[config.mk]
export PLATFORM = sky130hd
export DESIGN_NAME = uart_tx_framer
export DESIGN_NICKNAME = d
export VERILOG_FILES = /design/src/rtl/uart_tx_framer.sv
export SDC_FILE = /design/constraint.sdc
export NUM_CORES = 1
export LEC_CHECK = 0
export CAP_MARGIN = 30
export CELL_PAD_IN_SITES_DETAIL_PLACEMENT = 1
export CELL_PAD_IN_SITES_GLOBAL_PLACEMENT = 1
export CORE_MARGIN = 2
export CORE_UTILIZATION = 30
export DETAILED_ROUTE_END_ITERATION = 7
export GPL_TIMING_DRIVEN = 0
export PLACE_DENSITY_LB_ADDON = 0.3
export SYNTH_ARGS = -nofsm -noshare
export SYNTH_HDL_FRONTEND = slang
export SYNTH_SLANG_ARGS = --single-unit
export TNS_END_PERCENT = 1
[constraint.sdc]
create_clock -name clk -period 6.7 [get_ports clk]
set_input_delay 1.005 -clock clk [delete_from_list [all_inputs] [get_ports clk]]
set_output_delay 1.005 -clock clk [all_outputs]
set_load 0.1 [all_outputs]
[src/rtl/uart_tx_framer.sv]
// UART transmitter fed by a multi-byte-per-cycle circular FIFO.
// Frames are start, DATA_BITS LSB-first, optional parity, then STOP_BITS stop bits.
module uart_tx_framer #(
   parameter int CLK_FREQ  = 50_000_000,
   parameter int BAUDRATE  = 115200,
   parameter int DEPTH     = 8,
   parameter int N         = 8,
   parameter int DATA_BITS = 8,
   parameter int PARITY    = 0,
   parameter int STOP_BITS = 1
) (
   input  logic                       clk,
   input  logic                       rst,
   input  logic [N-1:0][7:0]          data_i,
   input  logic [$clog2(N+1)-1:0]     push,
   output logic [$clog2(N+1)-1:0]     can_push,
   output logic                       overflow,
   output logic                       busy,
   output logic                       tx
);
   localparam int DIV = (CLK_FREQ + BAUDRATE / 2) / BAUDRATE;
   localparam int PUW = $clog2(N + 1);
   localparam int PW  = (DEPTH > 1) ? $clog2(DEPTH) : 1;
   localparam int CW  = $clog2(DEPTH + 1);
   localparam int BW  = (DIV > 1) ? $clog2(DIV) : 1;
   localparam logic [7:0] DMASK = 8'((16'd1 << DATA_BITS) - 16'd1);

   if (DIV < 2) begin : g_div_chk
      $error("uart_tx_framer: bit period shorter than 2 clk cycles");
   end
   if (N < 1 || N > DEPTH || DATA_BITS < 5 || DATA_BITS > 8 ||
       PARITY < 0 || PARITY > 2 || STOP_BITS < 1 || STOP_BITS > 2) begin : g_par_chk
      $error("uart_tx_framer: parameter out of range");
   end

   typedef enum logic [2:0] {S_IDLE, S_START, S_DATA, S_PAR, S_STOP} state_t;

   function automatic logic parity_bit(input logic [7:0] b);
      return (PARITY == 1) ? ~^b : ^b;
   endfunction

   logic [7:0]    mem_q [DEPTH];
   logic [PW-1:0] wr_ptr_q, wr_ptr_d, rd_ptr_q, rd_ptr_d;
   logic [CW-1:0] count_q, count_d, free_s;
   logic [PUW-1:0] can_push_s;
   logic          accept_s, pop_s, bit_end_s;
   logic [PW:0]   wr_sum_s [N];
   logic [PW-1:0] wr_idx_s [N];
   logic [PW:0]   wr_adv_s;
   logic [7:0]    head_s;

   state_t        state_q, state_d;
   logic [BW-1:0] baud_q, baud_d;
   logic [2:0]    bit_q, bit_d;
   logic [7:0]    shift_q, shift_d;
   logic          par_q, par_d, tx_q, tx_d, busy_q, overflow_q;

   // Occupancy, free space and write addressing (pointers wrap modulo DEPTH)
   always_comb begin
      free_s   = CW'(DEPTH) - count_q;
      can_push_s = (free_s > CW'(N)) ? PUW'(N) : PUW'(free_s);
      accept_s = (push != '0) && (push <= can_push_s);
      for (int i = 0; i < N; i++) begin
         wr_sum_s[i] = {1'b0, wr_ptr_q} + (PW+1)'(i);
         if (wr_sum_s[i] >= (PW+1)'(DEPTH)) begin
            wr_idx_s[i] = PW'(wr_sum_s[i] - (PW+1)'(DEPTH));
         end else begin
            wr_idx_s[i] = wr_sum_s[i][PW-1:0];
         end
      end
      wr_adv_s = {1'b0, wr_ptr_q} + (PW+1)'(push);
      if (!accept_s) begin
         wr_ptr_d = wr_ptr_q;
      end else if (wr_adv_s >= (PW+1)'(DEPTH)) begin
         wr_ptr_d = PW'(wr_adv_s - (PW+1)'(DEPTH));
      end else begin
         wr_ptr_d = wr_adv_s[PW-1:0];
      end
      if (!pop_s) begin
         rd_ptr_d = rd_ptr_q;
      end else if (rd_ptr_q == PW'(DEPTH - 1)) begin
         rd_ptr_d = '0;
      end else begin
         rd_ptr_d = rd_ptr_q + PW'(1);
      end
      count_d = count_q + (accept_s ? CW'(push) : CW'(0)) - CW'(pop_s);
      head_s  = mem_q[rd_ptr_q] & DMASK;
   end

   // Framer next state; every bit lasts DIV cycles and the baud counter restarts per bit
   always_comb begin
      state_d   = state_q;
      baud_d    = baud_q;
      bit_d     = bit_q;
      shift_d   = shift_q;
      par_d     = par_q;
      tx_d      = tx_q;
      pop_s     = 1'b0;
      bit_end_s = (baud_q == BW'(DIV - 1));
      if (state_q != S_IDLE) begin
         baud_d = bit_end_s ? BW'(0) : baud_q + BW'(1);
      end else begin
         baud_d = BW'(0);
      end
      case (state_q)
         S_IDLE: begin
            tx_d = 1'b1;
            if (count_q != '0) begin
               pop_s   = 1'b1;
               state_d = S_START;
               tx_d    = 1'b0;
               shift_d = head_s;
               par_d   = parity_bit(head_s);
            end else begin
               state_d = S_IDLE;
            end
         end
         S_START: begin
            if (bit_end_s) begin
               state_d = S_DATA;
               tx_d    = shift_q[0];
               shift_d = shift_q >> 1;
               bit_d   = 3'd0;
            end else begin
               state_d = S_START;
            end
         end
         S_DATA: begin
            if (!bit_end_s) begin
               state_d = S_DATA;
            end else if (bit_q != 3'(DATA_BITS - 1)) begin
               bit_d   = bit_q + 3'd1;
               tx_d    = shift_q[0];
               shift_d = shift_q >> 1;
            end else if (PARITY != 0) begin
               state_d = S_PAR;
               tx_d    = par_q;
            end else begin
               state_d = S_STOP;
               tx_d    = 1'b1;
               bit_d   = 3'd0;
            end
         end
         S_PAR: begin
            if (bit_end_s) begin
               state_d = S_STOP;
               tx_d    = 1'b1;
               bit_d   = 3'd0;
            end else begin
               state_d = S_PAR;
            end
         end
         S_STOP: begin
            if (!bit_end_s) begin
               state_d = S_STOP;
            end else if (bit_q != 3'(STOP_BITS - 1)) begin
               bit_d = bit_q + 3'd1;
            end else if (count_q != '0) begin
               pop_s   = 1'b1;
               state_d = S_START;
               tx_d    = 1'b0;
               shift_d = head_s;
               par_d   = parity_bit(head_s);
            end else begin
               state_d = S_IDLE;
               tx_d    = 1'b1;
            end
         end
         default: begin
            state_d = S_IDLE;
            tx_d    = 1'b1;
         end
      endcase
   end

   // FIFO storage and pointers
   always_ff @(posedge clk or posedge rst) begin
      if (rst) begin
         for (int i = 0; i < DEPTH; i++) mem_q[i] <= 8'h00;
         wr_ptr_q <= '0;
         rd_ptr_q <= '0;
         count_q  <= '0;
      end else begin
         for (int i = 0; i < N; i++) begin
            if (accept_s && (PUW'(i) < push)) mem_q[wr_idx_s[i]] <= data_i[i];
         end
         wr_ptr_q <= wr_ptr_d;
         rd_ptr_q <= rd_ptr_d;
         count_q  <= count_d;
      end
   end

   // Framer registers; tx resets high asynchronously
   always_ff @(posedge clk or posedge rst) begin
      if (rst) begin
         state_q    <= S_IDLE;
         baud_q     <= '0;
         bit_q      <= 3'd0;
         shift_q    <= 8'h00;
         par_q      <= 1'b0;
         tx_q       <= 1'b1;
         busy_q     <= 1'b0;
         overflow_q <= 1'b0;
      end else begin
         state_q    <= state_d;
         baud_q     <= baud_d;
         bit_q      <= bit_d;
         shift_q    <= shift_d;
         par_q      <= par_d;
         tx_q       <= tx_d;
         busy_q     <= (state_d != S_IDLE);
         overflow_q <= (push > can_push_s);
      end
   end

   assign can_push = can_push_s;
   assign overflow = overflow_q;
   assign busy     = busy_q;
   assign tx       = tx_q;
endmodule
* Word-level counts from Yosys, hierarchy flattened
Cells that the tools add are included.
** Word-level totals
- Register bits after elaboration :: 100
- Bits of input ports :: 70
- Output and inout bits :: 7
- Logic and storage cells :: 213
** Operators by class
- Add/sub/neg operators :: 23
- $lt $le $gt $ge :: 37
- Equality and inequality tests :: 15
- Multiplexer cells :: 82
- Bitwise logic cells :: 9
- Reduce and logical (&&, ||, !) cells :: 29
** Operators with widths (count)
- $bwmux W64 :: 8
- $mux W64 :: 8
- $demux W8 S3 :: 8
- $mux W8 :: 16
- $ge A4 B4 Y1 const B :: 17
- $mux W3 :: 20
- $not A3 Y4 :: 9
- $lt A4 B1 Y1 const B :: 8
- $pmux W8 S4 :: 1
- $sub A3 B1 Y3 const B :: 9
- $bmux W8 S3 :: 1
- $mux W9 :: 2
- $logic_and A1 B1 Y1 :: 17
- $add A3 B3 Y4 const B :: 4
- $lt A3 B4 Y1 const A :: 4
- $pmux W3 S5 :: 1
- $ne A2 B2 Y1 const B :: 7
- $reduce_bool A3 Y1 :: 4
- $reduce_bool A4 Y1 :: 3
- $mux W1 :: 11
- $reduce_and A5 Y1 :: 2
- $add A9 B1 Y9 const B :: 1
- $eq A9 B9 Y1 const B :: 1
- $pmux W3 S3 :: 1
- other kinds (25) :: 32

* Logic depth before layout (Yosys ltp)
- Word-level depth :: 23
- Depth in mapped cells :: 18
- Gate-level depth less buffers :: 16

* Least setup slack after synthesis
No wires, ideal clock.
- Path kind :: reg2reg
- Start :: register count_q[2]
- End :: register count_q[3]
- Library setup time :: 80 ps
- Arrival :: 5158 ps
- Required time :: 6620 ps
- Path slack :: 1462 ps
- Cell stages (with the launch flop) :: 18
- Path buffers :: 1
- Path through :: dfrtp_1 -> nor3_1 -> xor2_1 -> inv_1 -> o21ai_0 -> ha_1 -> nor2b_1 -> o2111a_2 -> nor2_2 -> clkbuf_1 -> nand2_1 -> ha_1 -> inv_1 -> ha_1 -> a21o_1 -> a21oi_1 -> xnor2_1 -> xnor2_1
** Between the ends
- Word-level cells in the longest chain between the ends :: 8
** Ends and longest elaborated chain
- start: declaration :: RTL line 44 : logic [CW-1:0] count_q, count_d, free_s;
- start signal: assignment :: RTL line 189 : count_q <= count_d;
- $sub A4 B4 Y4 * :: RTL line 60 : free_s = CW'(DEPTH) - count_q;
- $gt A4 B4 Y1 :: RTL line 61 : can_push_s = (free_s > CW'(N)) ? PUW'(N) : PUW'(free_s);
- $mux W4 * :: RTL line 61
- via can_push[3] :: RTL line 16 : output logic [$clog2(N+1)-1:0] can_push,
- $le A4 B4 Y1 * :: RTL line 62 : accept_s = (push != '0) && (push <= can_push_s);
- $logic_and A1 B1 Y1 * :: RTL line 62
- $mux W4 * :: RTL line 86 : count_d = count_q + (accept_s ? CW'(push) : CW'(0)) - CW'(pop_s);
- $add A4 B4 Y4 * :: RTL line 86
- $sub A4 B1 Y4 * :: RTL line 86
- via count_d[3] :: RTL line 44
The timed path passes the listed nets; every way through them passes the cells marked *.
A chain may end at the register's enable or synchronous reset.

* Worst setup path in the final report
- Start :: input push[0]
- End :: register count_q[3]
** Between the ends
- Word-level cells in the longest chain between the ends :: 5
** Ends and longest elaborated chain
- start: declaration :: RTL line 15 : input logic [$clog2(N+1)-1:0] push,
- $le A4 B4 Y1 / $reduce_bool A4 Y1 (equally long branches) :: RTL line 62
- $logic_and A1 B1 Y1 :: RTL line 62
- $mux W4 * :: RTL line 86
- $add A4 B4 Y4 * :: RTL line 86
- $sub A4 B1 Y4 * :: RTL line 86
- via count_d[3] :: RTL line 44
Marked as above.

==> metrics <==
vias in the first global route=11800; first-pass GRT wire length=88000 µm; Setup TNS=0 ps; clock power share=7.1%; Warnings, synthesis=0; largest net degree at the start of global routing=84; most common cell in the netlist=dfrtp_1; FF-to-FF Start=wr_ptr_q[1]; Mapped Nets=1338; outcome=completed; Post-synth EDFFs=0; internal power=3.46 mW; CP arrival=5130 ps; Core Box Area=33700 µm²; pre-CTS setup slack=1510 ps; final worst-path cycle share=71.8%; PortBufs=41; Worst-Skew Late Latency=390 ps; Initial DRT Pass Iterations=5; Reg2Reg Setup Slack=1900 ps; # rows=67; initial antenna violation count=4; area leader, netlist=dfrtp_1; share of the yosys chip area belonging to registers=24.3%; crit path launch=push[0]; # Max-Cap Violations=0; layout cell share with drive strength beyond 1=13.3%; CTS resizes=0; CP max FO=10; worst vdd ir=0.000356 V; hold wc startpoint=shift_q[3]; CP endpoint kind=register; Seq pwr share=14.0%; root buffer cell=clkbuf_16; buffer levels on the longest clock path=2; Cells after DPL=1761; Clock Skews=21.5 ps; Post-DRT Antenna Nets=0; Crit Path Class=primary input to register; DR WL/cell=34.9 µm; ranking of synthesized cells by area=dfrtp_1 (24%), a22oi_1 (4.2%), a21oi_1 (3.9%); startpoint types=primary input; Cell Area, Synth=10300 µm²; routability cong.=1.04; I/O Pins=77; Post-synth top cells=dfrtp_1 (99), nand2_1 (84), nor2_1 (82), a21oi_1 (81); sw frac=59.0%; Final min period=4810 ps; Post-synth ARST share=100%; Main synth FF type=dfrtp_1; worst slew pin tran=1110 ps; worst hold slack=511 ps; TritonCTS clock tree=done; Final Hold Viols=0; final WL=62000 µm; Leak Pwr=4.63 nW; Core Util, Final=35.3%; Fmax=0.208 GHz; Mean Syn Cell Area=8.28 µm²; GRT overflow=0; Clock transition at path regs=90 ps; Initial Utilization=30.6%; hold buffer count at CTS=0; Cell variety after synth=80; Mapped Cells=1245; CTS Buf Count=9; # H-tree levels=3; Vias=12200; Slew Viols, Final=0; unrepaired setup endpoints after global routing=false; Post-CTS Setup Bufs=0; die width=189 µm; die area=35900 µm²; non-filler cells, final=1779; DRC=0; P&R area growth vs syn=15.3%; top cell type's share of synthesized area=24.0%; Avg Vias per Cell=6.85; Hold Path Class=register to register; post-DP HPWL=47900 µm; clock sink count=100; Initial DRC Count=1669; Die H=189 µm; setup ws final=1890 ps; WP data required=7010 ps; GRT Util Overall=34.3%; Yosys reg bits=100; PwrDens=710 nW/µm²; Final setup viols=0; Switch Pwr=4.98 mW; Worst slew margin=25.9%; nets@finish=1418; Comb pwr share=79.0%
path summary, 6_finish.rpt:
kind                         endpoint  depth (start not counted)
max                        count_q[3]                         16
min                        shift_q[3]                          1
max reg2reg                 mem_q[38]                         11
min reg2reg                shift_q[3]                          1
max in group asynchronous   mem_q[15]                          3
min in group asynchronous  count_q[1]                          2
power groups by stage:
stage	logic, mW	clock network (mW)	registers [mW]
after detailed placement	6.37	0	1.18
final	6.67	0.597	1.18
after global placement	6.21	0	1.17
after global routing	6.96	0.621	1.20
after floorplan	4.06	0	1.12
after CTS	6.38	0.598	1.17
metrics by stage:
stage / total power [mW] / cell area (µm²)
CTS: 8.15 / 11900
finish: 8.44 / 11900
detailed placement: 7.55 / 11600
floorplan: 5.18 / 10300
global route: 8.78 / 11900
global placement: 7.38 / 11300
cells in the final DEF, fill, tap and decap left out, types with 28 or more instances in the layout:
master and n:
dfrtp_1 99, nand2_1 84, nor2_1 82, a21oi_1 81, clkbuf_1 58, a22oi_1 57
and3_1 52, o211ai_1 48, a211oi_1 43, clkdlybuf4s50_1 41, o21ai_0 40, buf_2 35
a221oi_1 34, inv_1 32, o21ai_1 31, a211o_1 30, o31a_1 29, nand3_1 28
a2bb2oi_1 28
area by class of cell:
type | count | area, µm²
diodes | 1 | 2.50
plain buffers | 120 | 544
clock buffers | 10 | 229
clock inverters | 6 | 78.8
fillers | 4040 | 21800
inverters | 34 | 133
multi-input cells | 991 | 7180
flip-flops and latches | 100 | 2500
well taps | 448 | 561
repair buffers | 69 | 651
cells by family (layout without fill, tap and decap cells):
family / after synthesis / in the layout / share of synthesized area [%]
AOI/OAI and AO/OA: 531 / 531 / 37.7
xor gates and xnor gates: 20 / 20 / 1.84
adders and majority gates: 23 / 23 / 2.94
buffers and inverters: 154 / 239 / 6.52
DFF: 100 / 100 / 24.3
muxes: 48 / 48 / 6.81
other: 0 / 1 / 0
and+or+nand+nor: 369 / 369 / 19.9
flip-flops by register name, summed over array words and instances, names as in the netlist:
register and count:
busy 1, overflow 1, bit_q 3, rd_ptr_q 3, wr_ptr_q 3, shift_q 8
baud_q 9, count_q 4, state_q 3, mem_q 64, tx 1
critical path: stages:
cell	delay [ps]
clkdlybuf4s50_1	720
inv_1	80
ha_1	300
and4_1	180
buf_4	160
nor2_4	110
nor2_2	490
clkbuf_1	560
nand2_1	140
ha_1	370
inv_1	60
ha_1	280
a21o_1	170
a21oi_1	180
xnor2_1	170
xnor2_1	140
per-layer routing:
layer / wire (µm) / GRT usage (%)
met1: 25200 / 45.0
met2: 26700 / 52.1
met3: 6640 / 9.18
met4: 3440 / 16.4
met5: 36 / 0
No activity file was read; power rests on OpenSTA's default activity.
